--- config.mk ---
export PLATFORM = sky130hd
export DESIGN_NAME = digital_crown_encoder
export DESIGN_NICKNAME = d
export VERILOG_FILES = /design/src/rtl/digital_crown_encoder.sv
export SDC_FILE = /design/constraint.sdc
export NUM_CORES = 1
export LEC_CHECK = 0
export BUFFER_PORTS_ARGS = -buffer_cell sky130_fd_sc_hd__buf_2
export CELL_PAD_IN_SITES_DETAIL_PLACEMENT = 1
export CELL_PAD_IN_SITES_GLOBAL_PLACEMENT = 2
export CORE_UTILIZATION = 40
export CTS_CLUSTER_SIZE = 30
export DETAILED_ROUTE_END_ITERATION = 6
export GPL_ROUTABILITY_DRIVEN = 0
export PLACE_DENSITY_LB_ADDON = 0.1
export SYNTH_ARGS = -nofsm -noshare
export SYNTH_HDL_FRONTEND = slang
export SYNTH_SLANG_ARGS = --single-unit
--- constraint.sdc ---
create_clock -name clk -period 4.5 [get_ports clk]
set_input_delay 0.9 -clock clk [delete_from_list [all_inputs] [get_ports clk]]
set_output_delay 0.9 -clock clk [all_outputs]
set_load 0.01 [all_outputs]
--- src/rtl/digital_crown_encoder.sv ---
// Digital crown quadrature front end: synchronises and debounces the two crown contacts,
// decodes full detents and keeps the wrapping 10-bit crown position.
module digital_crown_encoder #(
    parameter int DEBOUNCE_CYCLES = 1000,
    parameter int STEP            = 16
) (
    input  logic       clk,
    input  logic       rst_n,
    input  logic       En,
    input  logic       crown_a,
    input  logic       crown_b,
    input  logic       crown_clr,
    output logic [9:0] DigitalCrownValue,
    output logic       step_up,
    output logic       step_dn,
    output logic [2:0] sector
);

    localparam logic [15:0] DB_LAST = 16'(DEBOUNCE_CYCLES - 1);
    localparam logic [9:0]  STEP_W  = 10'(STEP);

    typedef enum logic [2:0] {
        DETENT, CW1, CW2, CW3, CCW1, CCW2, CCW3, ERR
    } state_t;

    logic        a_p0, a_p1, b_p0, b_p1, clr_p0, clr_p1;
    logic        deb_a_p2, deb_b_p2;
    logic [15:0] cnt_a, cnt_b;
    state_t      state, state_nxt;
    logic        up_evt, dn_evt;
    logic [1:0]  ab;

    function automatic logic [9:0] wrap_add(input logic [9:0] v, input logic [9:0] s);
        return v + s;
    endfunction

    function automatic logic [9:0] wrap_sub(input logic [9:0] v, input logic [9:0] s);
        return v - s;
    endfunction

    // Stage p0/p1: two-flop synchronisers, idle levels at reset
    always_ff @(posedge clk or negedge rst_n) begin
        if (!rst_n) begin
            a_p0   <= 1'b1;
            a_p1   <= 1'b1;
            b_p0   <= 1'b1;
            b_p1   <= 1'b1;
            clr_p0 <= 1'b0;
            clr_p1 <= 1'b0;
        end else begin
            a_p0   <= crown_a;
            a_p1   <= a_p0;
            b_p0   <= crown_b;
            b_p1   <= b_p0;
            clr_p0 <= crown_clr;
            clr_p1 <= clr_p0;
        end
    end

    // Stage p2: per-channel debounce; a level must persist DEBOUNCE_CYCLES cycles
    always_ff @(posedge clk or negedge rst_n) begin
        if (!rst_n) begin
            deb_a_p2 <= 1'b1;
            cnt_a    <= '0;
        end else if (a_p1 == deb_a_p2) begin
            cnt_a <= '0;
        end else if (cnt_a == DB_LAST) begin
            deb_a_p2 <= a_p1;
            cnt_a    <= '0;
        end else begin
            cnt_a <= cnt_a + 16'd1;
        end
    end

    always_ff @(posedge clk or negedge rst_n) begin
        if (!rst_n) begin
            deb_b_p2 <= 1'b1;
            cnt_b    <= '0;
        end else if (b_p1 == deb_b_p2) begin
            cnt_b <= '0;
        end else if (cnt_b == DB_LAST) begin
            deb_b_p2 <= b_p1;
            cnt_b    <= '0;
        end else begin
            cnt_b <= cnt_b + 16'd1;
        end
    end

    assign ab = {deb_a_p2, deb_b_p2};

    always_comb begin
        state_nxt = state;
        up_evt    = 1'b0;
        dn_evt    = 1'b0;
        case (state)
            DETENT: case (ab)
                2'b01: state_nxt = CW1;
                2'b10: state_nxt = CCW1;
                2'b00: state_nxt = ERR;
                default: state_nxt = DETENT;
            endcase
            CW1: case (ab)
                2'b00: state_nxt = CW2;
                2'b11: state_nxt = DETENT;
                2'b10: state_nxt = ERR;
                default: state_nxt = CW1;
            endcase
            CW2: case (ab)
                2'b10: state_nxt = CW3;
                2'b01: state_nxt = CW1;
                2'b11: state_nxt = ERR;
                default: state_nxt = CW2;
            endcase
            CW3: case (ab)
                2'b11: begin state_nxt = DETENT; up_evt = 1'b1; end
                2'b00: state_nxt = CW2;
                2'b01: state_nxt = ERR;
                default: state_nxt = CW3;
            endcase
            CCW1: case (ab)
                2'b00: state_nxt = CCW2;
                2'b11: state_nxt = DETENT;
                2'b01: state_nxt = ERR;
                default: state_nxt = CCW1;
            endcase
            CCW2: case (ab)
                2'b01: state_nxt = CCW3;
                2'b10: state_nxt = CCW1;
                2'b11: state_nxt = ERR;
                default: state_nxt = CCW2;
            endcase
            CCW3: case (ab)
                2'b11: begin state_nxt = DETENT; dn_evt = 1'b1; end
                2'b00: state_nxt = CCW2;
                2'b10: state_nxt = ERR;
                default: state_nxt = CCW3;
            endcase
            default: state_nxt = (ab == 2'b11) ? DETENT : ERR;
        endcase
    end

    // Stage p3: quadrature state, position and one-cycle step pulses
    always_ff @(posedge clk or negedge rst_n) begin
        if (!rst_n) begin
            state             <= DETENT;
            DigitalCrownValue <= '0;
            step_up           <= 1'b0;
            step_dn           <= 1'b0;
        end else begin
            state   <= state_nxt;
            step_up <= 1'b0;
            step_dn <= 1'b0;
            if (clr_p1) begin
                DigitalCrownValue <= '0;
            end else if (En && up_evt) begin
                DigitalCrownValue <= wrap_add(DigitalCrownValue, STEP_W);
                step_up           <= 1'b1;
            end else if (En && dn_evt) begin
                DigitalCrownValue <= wrap_sub(DigitalCrownValue, STEP_W);
                step_dn           <= 1'b1;
            end
        end
    end

    assign sector = DigitalCrownValue[9:7];

endmodule

==> qor.yml <==
yosys:
  syn_area_per_cell_um2: 10.1
  synth_top_area_frac: 0.406
  ys_warn_count: 0
  synth_common_cells: "47 x nor2_1, 45 x dfrtp_1, 23 x xnor2_1, 14 x ha_1, 13 x inv_1"
  ys_dominant_reg_cell: "dfrtp_1"
  yosysMostFrequentCell: "nor2_1"
  synth_seq_cells: 51
  synth_area_leader_cell: "dfrtp_1"
  synthesis.area_um2: 2780
  async_reset_ff_frac: 1.00
  synth_edf_count: 0
  synth.distinct_cells: 47
  syn_inst: 276
  synth_area_leaders: "dfrtp_1 41%, xnor2_1 7.3%, nor2_1 6.4%"
  ys_seq_area_frac: 0.462
drt:
  num_vias: 1878
  first_pass_iters: 4
  routedWlPerCell_um: 14.2
  routed_wirelength_um: 5230
  drc: 0
  postRouteAntennaNets: 0
  drt-initial-drc-count: 46
  vias_per_cell: 5.12
clocking:
  cts_made_buffers: 5
  cts_sinks: 51
  cts_buffer_depth: 2
  cts_root_buf: "clkbuf_8"
  post_cts_buffers: 0
  insertion_delay_ns: 0.31
  post_cts_resized: 0
  cts.clk_slew.worst_paths_ns: 0.10
  cts_hold_buffers: 0
  cts_tree: "done"
  htree_levels: 2
sta:
  rsz0062_at_grt: "no"
  slew_viol_final: 0
  fin_tns_setup_ns: 0
  hold_viol: 0
  tightestPinTransition_ns: 0.657
  min_period_ns: 2.93
  finalSetupViolCount: 0
  fin_skew_ns: 0.00677
  fmax_ghz: 0.341
  holdWs_ns: 0.357
  max_slew_margin: 0.562
  fin_crit_sh: 0.651
final_layout:
  drive_gt1_frac: 0.169
  final_area_um2: 2980
  nets: 310
  antenna_cells: 0
  syn_to_final_growth_pct: 7.39
grt:
  grt_pass1_wl_um: 9600
  grtUsageTotal: 0.167
  grt-ovfl-total: 0
  antenna_found_initial: 0
  grt_max_degree: 52
  grt_pass1_vias: 1943
worst_hold_path:
  min-delay-start: "clr_p0"
  hold_class: "reg2reg"
setup_path:
  criticalPathCategory: "reg2reg"
  rr_startpoint: "deb_b_p2"
  crit_start: "deb_b_p2"
  cp_max_fo: 8
  arrival_ns: 3.13
  worstSetupStartpointType: "flop"
  cp.required_ns: 4.70
  critPathCaptureType: "flop"
  reg2reg_slack_ns: 1.57
die:
  die_h_um: 85.3
  core_um2: 6530
  die_x_um: 85.3
  num_rows: 29
  start_util: 0.425
  die_area_um2: 7280
  io_pins: 21
power:
  powerDensity_nw_per_um2: 266
  power.leakage_uw: 0.00128
  ir_worst_vdd_mv: 0.165
place:
  dp.final_hpwl_um: 3620
  port-buffer-count: 16
  dpl_cell_area_um2: 2880
status:
  status: "complete, no violations"
job:
  drv_cap: 0
logic make-up (layout without fill, tap and decap cells):
family                   Yosys count  count (layout)  share of synthesized area
AO/OA/AOI/OAI                     25              25                     0.0590
XOR/XNOR                          33              33                      0.104
adder cells (fa/ha/maj)           15              15                     0.0703
buffers and inverters             27              38                     0.0496
flip-flops                        51              51                      0.462
multiplexers                       7               7                     0.0266
other                              1               4                    0.00135
AND/OR/NAND/NOR                  117             117                      0.227
power by group:
group | switching, uW | internal (uW) | total (uW)
Combinational | 19.8 | 7.42 | 27.2
Sequential | 8.88 | 467 | 475
Clock | 164 | 126 | 290
area by class of cell:
cell class / instances / area, um2
Fill cell: 758 / 3550
Multi-Input combinational cell: 201 / 1370
Sequential cell: 51 / 1280
Tap cell: 77 / 96.3
Timing Repair Buffer: 17 / 87.6
Clock buffer: 6 / 82.6
Inverter: 13 / 48.8
Clock inverter: 2 / 16.3
metrics by stage:
step                      total power (uW)   util  std cells  setup WS, ns
after floorplan                        498      -        279          1.74
after global placement                 512  0.441        359          1.51
after detailed placement               513  0.441        359          1.46
after CTS                              805  0.457        367          1.53
after global routing                   823  0.457        367          1.34
final                                  792  0.457        367          1.57
worst max-delay path, stage by stage, from the launching register on:
cell and delay [ns]:
dfstp_2 0.61, ha_1 0.28, nand3_2 0.12, or2_1 0.38
ha_1 0.34, a211oi_1 0.24, o21bai_1 0.10, a21oi_1 0.19
mux2i_1 0.22, mux2_1 0.34
cells in the final DEF (no fill, tap or decap), drive strengths merged, types with 2 or more instances in the layout:
master / count
a211oi: 3
a21oi: 5
and3: 4
and4: 2
buf: 17
clkbuf: 6
conb: 4
dfrtp: 45
dfstp: 6
ha: 14
inv: 13
mux2: 3
mux2i: 4
nand2: 13
nand2b: 6
nand3: 15
nand4: 6
nor2: 47
nor2b: 4
nor3: 12
nor3b: 2
nor4: 2
nor4b: 2
o211ai: 2
o21ai: 6
o22ai: 2
xnor2: 23
xor2: 10
routing by layer:
metal / vias up / wire, um / GRT usage
met5: - / 0 / 0
met4: 0 / 75 / 0.0545
met3: 6 / 125 / 0.0331
met2: 20 / 2260 / 0.256
met1: 916 / 2760 / 0.237
li1: 936 / - / -
flip-flops by register name, indices dropped and copies added (netlist names):
| name | count |
|---|---|
| clr_p1 | 1 |
| a_p1 | 1 |
| cnt_a | 16 |
| deb_b_p2 | 1 |
| a_p0 | 1 |
| DigitalCrownValue | 6 |
| cnt_b | 16 |
| b_p0 | 1 |
| b_p1 | 1 |
| clr_p0 | 1 |
| deb_a_p2 | 1 |
| state | 3 |
| step_up | 1 |
| step_dn | 1 |
path summary, 6_finish.rpt:
check                                             to  depth (start not counted)
worst min register to register                clr_p1                          0
worst max-delay path            DigitalCrownValue[9]                          9
max in group asynchronous                    step_up                          2
worst max register to register  DigitalCrownValue[9]                          9
worst min-delay path                          clr_p1                          0
min in group asynchronous       DigitalCrownValue[5]                          2
No activity file was read; power rests on OpenSTA's default activity.
